**src/rtl/fifo_pkg.sv**
```systemverilog
// Shared FIFO types and helpers: occupancy count type, operation encoding, depth derivation.
package fifo_pkg;

  localparam int DefAddrWidth = 4;

  typedef logic [DefAddrWidth:0] fifo_cnt_t;

  // Encoding is {pop, push} so the accepted pair can be cast directly.
  typedef enum logic [1:0] {
    OP_IDLE = 2'b00,
    OP_PUSH = 2'b01,
    OP_POP  = 2'b10,
    OP_BOTH = 2'b11
  } fifo_op_e;

  function automatic int calc_depth(input int addr_width);
    return 1 << addr_width;
  endfunction

endpackage

```
**src/rtl/sa_fifo_regfile.sv**
```systemverilog
// One-write, one-asynchronous-read register array backing the show-ahead FIFO.
module sa_fifo_regfile
  import fifo_pkg::*;
#(
  parameter int DataWidth = 8,
  parameter int AddrWidth = 4
) (
  input  logic                 clk,
  input  logic                 wen_i,
  input  logic [AddrWidth-1:0] waddr_i,
  input  logic [DataWidth-1:0] wdata_i,
  input  logic [AddrWidth-1:0] raddr_i,
  output logic [DataWidth-1:0] rdata_o
);

  localparam int Depth = calc_depth(AddrWidth);

  // Storage is intentionally not reset; the pointers define what is valid.
  logic [DataWidth-1:0] mem_q [Depth];

  always_ff @(posedge clk) begin
    if (wen_i) begin
      mem_q[waddr_i] <= wdata_i;
    end
  end

  assign rdata_o = mem_q[raddr_i];

endmodule

```
**src/rtl/sa_sc_fifo_flags.sv**
```systemverilog
// Show-ahead single-clock FIFO with occupancy count, almost-full/empty thresholds
// and sticky overflow/underflow flags.
module sa_sc_fifo_flags
  import fifo_pkg::*;
#(
  parameter int DataWidth = 8,
  parameter int AddrWidth = 4
) (
  input  logic                 clk,
  input  logic                 rst_n,
  input  logic                 sclr,
  input  logic                 we,
  input  logic [DataWidth-1:0] d,
  input  logic                 ack,
  output logic [DataWidth-1:0] q,
  output logic                 empty,
  output logic                 full,
  output logic [AddrWidth:0]   usedw,
  input  logic [AddrWidth:0]   af_thr,
  input  logic [AddrWidth:0]   ae_thr,
  output logic                 almost_full,
  output logic                 almost_empty,
  input  logic                 err_clr,
  output logic                 ovf,
  output logic                 udf
);

  localparam int Depth = calc_depth(AddrWidth);
  localparam logic [AddrWidth:0] DepthCnt = (AddrWidth+1)'(Depth);
  localparam logic [AddrWidth:0] OneCnt   = (AddrWidth+1)'(1);
  localparam logic [AddrWidth-1:0] OnePtr = AddrWidth'(1);

  logic [AddrWidth-1:0] wp_q, wp_d;
  logic [AddrWidth-1:0] rp_q, rp_d;
  logic [AddrWidth:0]   usedw_q, usedw_d;
  logic                 ovf_q, ovf_d;
  logic                 udf_q, udf_d;

  logic     push, pop, mem_wen;
  logic     ovf_set, udf_set;
  fifo_op_e op;

  assign empty = (usedw_q == '0);
  assign full  = (usedw_q == DepthCnt);

  // A full FIFO still accepts a write when the head is popped in the same cycle.
  assign push    = we && (!full || ack);
  assign pop     = ack && !empty;
  assign ovf_set = we && full && !ack;
  assign udf_set = ack && empty;
  assign mem_wen = push && rst_n && !sclr;

  always_comb begin
    op      = fifo_op_e'({pop, push});
    wp_d    = wp_q;
    rp_d    = rp_q;
    usedw_d = usedw_q;
    ovf_d   = ovf_q;
    udf_d   = udf_q;
    if (sclr) begin
      wp_d    = '0;
      rp_d    = '0;
      usedw_d = '0;
      if (err_clr) begin
        ovf_d = 1'b0;
        udf_d = 1'b0;
      end
    end else begin
      if (push) wp_d = wp_q + OnePtr;
      if (pop)  rp_d = rp_q + OnePtr;
      unique case (op)
        OP_PUSH: usedw_d = usedw_q + OneCnt;
        OP_POP:  usedw_d = usedw_q - OneCnt;
        default: usedw_d = usedw_q;
      endcase
      // A fresh error in the clearing cycle wins over err_clr.
      ovf_d = ovf_set || (ovf_q && !err_clr);
      udf_d = udf_set || (udf_q && !err_clr);
    end
  end

  always_ff @(posedge clk) begin
    if (!rst_n) begin
      wp_q    <= '0;
      rp_q    <= '0;
      usedw_q <= '0;
      ovf_q   <= 1'b0;
      udf_q   <= 1'b0;
    end else begin
      wp_q    <= wp_d;
      rp_q    <= rp_d;
      usedw_q <= usedw_d;
      ovf_q   <= ovf_d;
      udf_q   <= udf_d;
    end
  end

  sa_fifo_regfile #(
    .DataWidth(DataWidth),
    .AddrWidth(AddrWidth)
  ) u_regfile (
    .clk    (clk),
    .wen_i  (mem_wen),
    .waddr_i(wp_q),
    .wdata_i(d),
    .raddr_i(rp_q),
    .rdata_o(q)
  );

  assign usedw        = usedw_q;
  assign ovf          = ovf_q;
  assign udf          = udf_q;
  assign almost_full  = (usedw_q >= af_thr);
  assign almost_empty = (usedw_q <= ae_thr);

endmodule

```
**config.mk**
```make
export PLATFORM = sky130hd
export DESIGN_NAME = sa_sc_fifo_flags
export DESIGN_NICKNAME = d
export VERILOG_FILES = /design/src/rtl/fifo_pkg.sv /design/src/rtl/sa_fifo_regfile.sv /design/src/rtl/sa_sc_fifo_flags.sv
export SDC_FILE = /design/constraint.sdc
export NUM_CORES = 1
export LEC_CHECK = 0
export CAP_MARGIN = 20
export CORE_UTILIZATION = 50
export DETAILED_ROUTE_END_ITERATION = 6
export PLACE_DENSITY = 0.69
export SYNTH_ARGS = -nofsm -noshare
export SYNTH_HDL_FRONTEND = slang
export SYNTH_SLANG_ARGS = --single-unit
```
**constraint.sdc**
```tcl
create_clock -name clk -period 3.65 [get_ports clk]
set_input_delay 0.73 -clock clk [delete_from_list [all_inputs] [get_ports clk]]
set_output_delay 0.73 -clock clk [all_outputs]
set_load 0.03 [all_outputs]
```
==> results_dict.tcl <==
set metrics [dict create \
    skew_ns 0.00927 \
    clock.fmax_ghz 0.283 \
    grt_max_degree 33 \
    finalCritPeriodShare 0.969 \
    cts_sinks 147 \
    tightestPinTransition_ns 0.937 \
    synth_top_family_by_area "multiplexers" \
    cp-end-kind "primary output" \
    die_x_um 113 \
    path_clk_slew_ns 0.06 \
    max-vdd-ir-drop_v 0.000280 \
    dp.final_hpwl_um 7880 \
    yosysWarnings 0 \
    seqPwrFrac 0.511 \
    synthesis.area_um2 6160 \
    maxCapViolations 0 \
    post-route-util 0.617 \
    required_ns 2.92 \
    drc 0 \
    p_switching_uw 715 \
    critPathKind "in2out" \
    synth_ff_type "edfxtp_1" \
    wl_per_cell_um 19.8 \
    antenna_cells 0 \
    worstPathArrival_ns 2.81 \
    area_growth_pct 20.3 \
    synthAdderAreaFrac 0.0366 \
    pwr_density_cell_nw_per_um2 486 \
    synthesis.nets 409 \
    antenna_found_initial 0 \
    nNetsFinal 476 \
    vias_per_cell 5.78 \
    worstPathMaxFanout 2 \
    vias 3432 \
    setup_tns_ns 0 \
    synth-simple-area-share 0.0642 \
    synth_area_per_cell_um2 16.8 \
    synth_xor_area_frac 0.00995 \
    async_reset_ff_frac 0 \
    synth_edf_count 128 \
    switching_share 0.199 \
    cts_hold_buf 0 \
    mostFrequentLayoutCell "edfxtp_1" \
    cts_buffers 17 \
    layout-drive-gt1-share 0.192 \
    dpl-instance-area_um2 6870 \
    die_height_um 113 \
    period_needed_ns 3.54 \
    synth_seq_area_share 0.686 \
    slew_viol_final 0 \
    grt_pass1_wl_um 18700 \
    grt_usage 0.203 \
    clockBufferDepth 2 \
    start_util 0.513 \
    ys_ff_latch 147 \
    hold_viol 0 \
    clockRootBuffer "clkbuf_16" \
    ant_nets 0 \
    clockPowerShare 0.434 \
    post_cts_buffers 0 \
    fp-row-count 40 \
    start_kind "input port" \
    setup_violations 0 \
    cts_resized 0 \
    power_mw 3.60 \
    grt_overflow 0 \
    gp_congestion 0.739 \
    layout_common_cells "128 x edfxtp_1, 42 x clkdlybuf4s50_1, 32 x mux4_2" \
    wl_um 11800 \
    worstHoldPathType "reg2reg" \
    outcome "finished clean" \
    p_leak_nw 2.53 \
    p_comb_frac 0.055 \
    boundaryPins 43 \
    muxShareOfSynthArea 0.124 \
    synth_cells 367 \
    grt_pass1_vias 3513 \
    die-area_um2 12800 \
    drt_iter0_markers 289 \
    relSlewSlack 0.373 \
    port_buffers 42 \
    firstDrtPassIters 4 \
    synth_cell_type_count 42 \
    core-area_um2 12000 \
    rsz0062_at_grt "no" \
    fin_area_um2 7410 \
    intPower_mw 2.88 \
    clk_latency_ns 0.41 \
    synth_compound_area_frac 0.0563 \
    htree_levels 4 \
    cts_tree "yes" \
]
per-stage QoR:
| step | setup slack (ns) | cells | hold WS (ns) |
|---|---|---|---|
| finish | 0.112 | 594 | 0.499 |
| global placement | 0.230 | 562 | 0.477 |
| global route | 0.0204 | 594 | 0.535 |
| detailed placement | 0.106 | 562 | 0.492 |
| floorplan | 0.451 | 367 | 0.459 |
| CTS | 0.0972 | 594 | 0.504 |
final timing paths:
path	startpoint	end	slack [ns]	cells past startpoint
max	ae_thr[1]	almost_empty	0.11	8
min	rp_q[3]	rp_q[3]	0.50	2
max reg2reg	usedw[0]	usedw[4]	0.53	10
min reg2reg	rp_q[3]	rp_q[3]	0.50	2
synthesized netlist by cell type, drive strengths merged, types with 3 or more instances:
master  instances  area [um^2]
nor2           29          109
o211ai          3         22.5
dfxtp          19          380
nand2b          3         18.8
buf             8         48.8
edfxtp        128         3840
inv            17         63.8
or3             3         23.8
mux2i           4         40.0
a21oi           7         35.0
mux4           32          721
nand2          17         63.8
clkbuf          9         33.8
nand3           9         45.0
xor2            5         43.8
o21ai           6         30.0
nor2b           7         43.8
ha             18          225
or4             3         26.3
a22oi          16          120
power by group through the flow:
stage,clock network (mW),logic [mW],registers [mW]
after CTS,1.58,0.201,1.84
final,1.56,0.198,1.84
after detailed placement,0,0.200,1.87
after global routing,1.66,0.218,1.84
after global placement,0,0.195,1.87
after floorplan,0,0.108,1.88
routing by layer:
layer	wire length, um	vias to the layer above	share of wire	track usage
met5	0	-	0	0
met4	182	0	0.015	0.0886
met3	429	16	0.036	0.0418
met2	6050	91	0.51	0.340
met1	5100	1749	0.43	0.260
li1	-	1576	-	-
flip-flops by register name (all words and copies together), names as in the netlist, named ones only:
signal           count
rp_q                 4
ovf                  1
usedw                5
u_regfile.mem_q    128
udf                  1
wp_q                 4
critical path, stage by stage:
cell and delay [ns]:
clkdlybuf4s50_1 0.45, inv_1 0.04, ha_1 0.29, nor2b_1 0.14
o21a_1 0.17, o21ai_0 0.19, a21o_1 0.14, clkdlybuf4s50_1 0.66
layout make-up:
type / count / area (um^2)
fillers: 896 / 4600
well taps: 147 / 184
flip-flops and latches: 147 / 4230
clock inverters: 4 / 21.3
inverters: 17 / 63.8
clock buffers: 28 / 518
repair buffers: 65 / 606
multi-input cells: 186 / 1790
cells by family (layout without fill, tap and decap cells):
kind of cell	Yosys count	in the layout
xor gates and xnor gates	7	7
AOI/OAI and AO/OA	44	44
muxes	36	36
and+or+nand+nor	81	81
adders and majority gates	18	18
buffers and inverters	34	114
DFF	147	147
No activity file was read; power rests on OpenSTA's default activity.
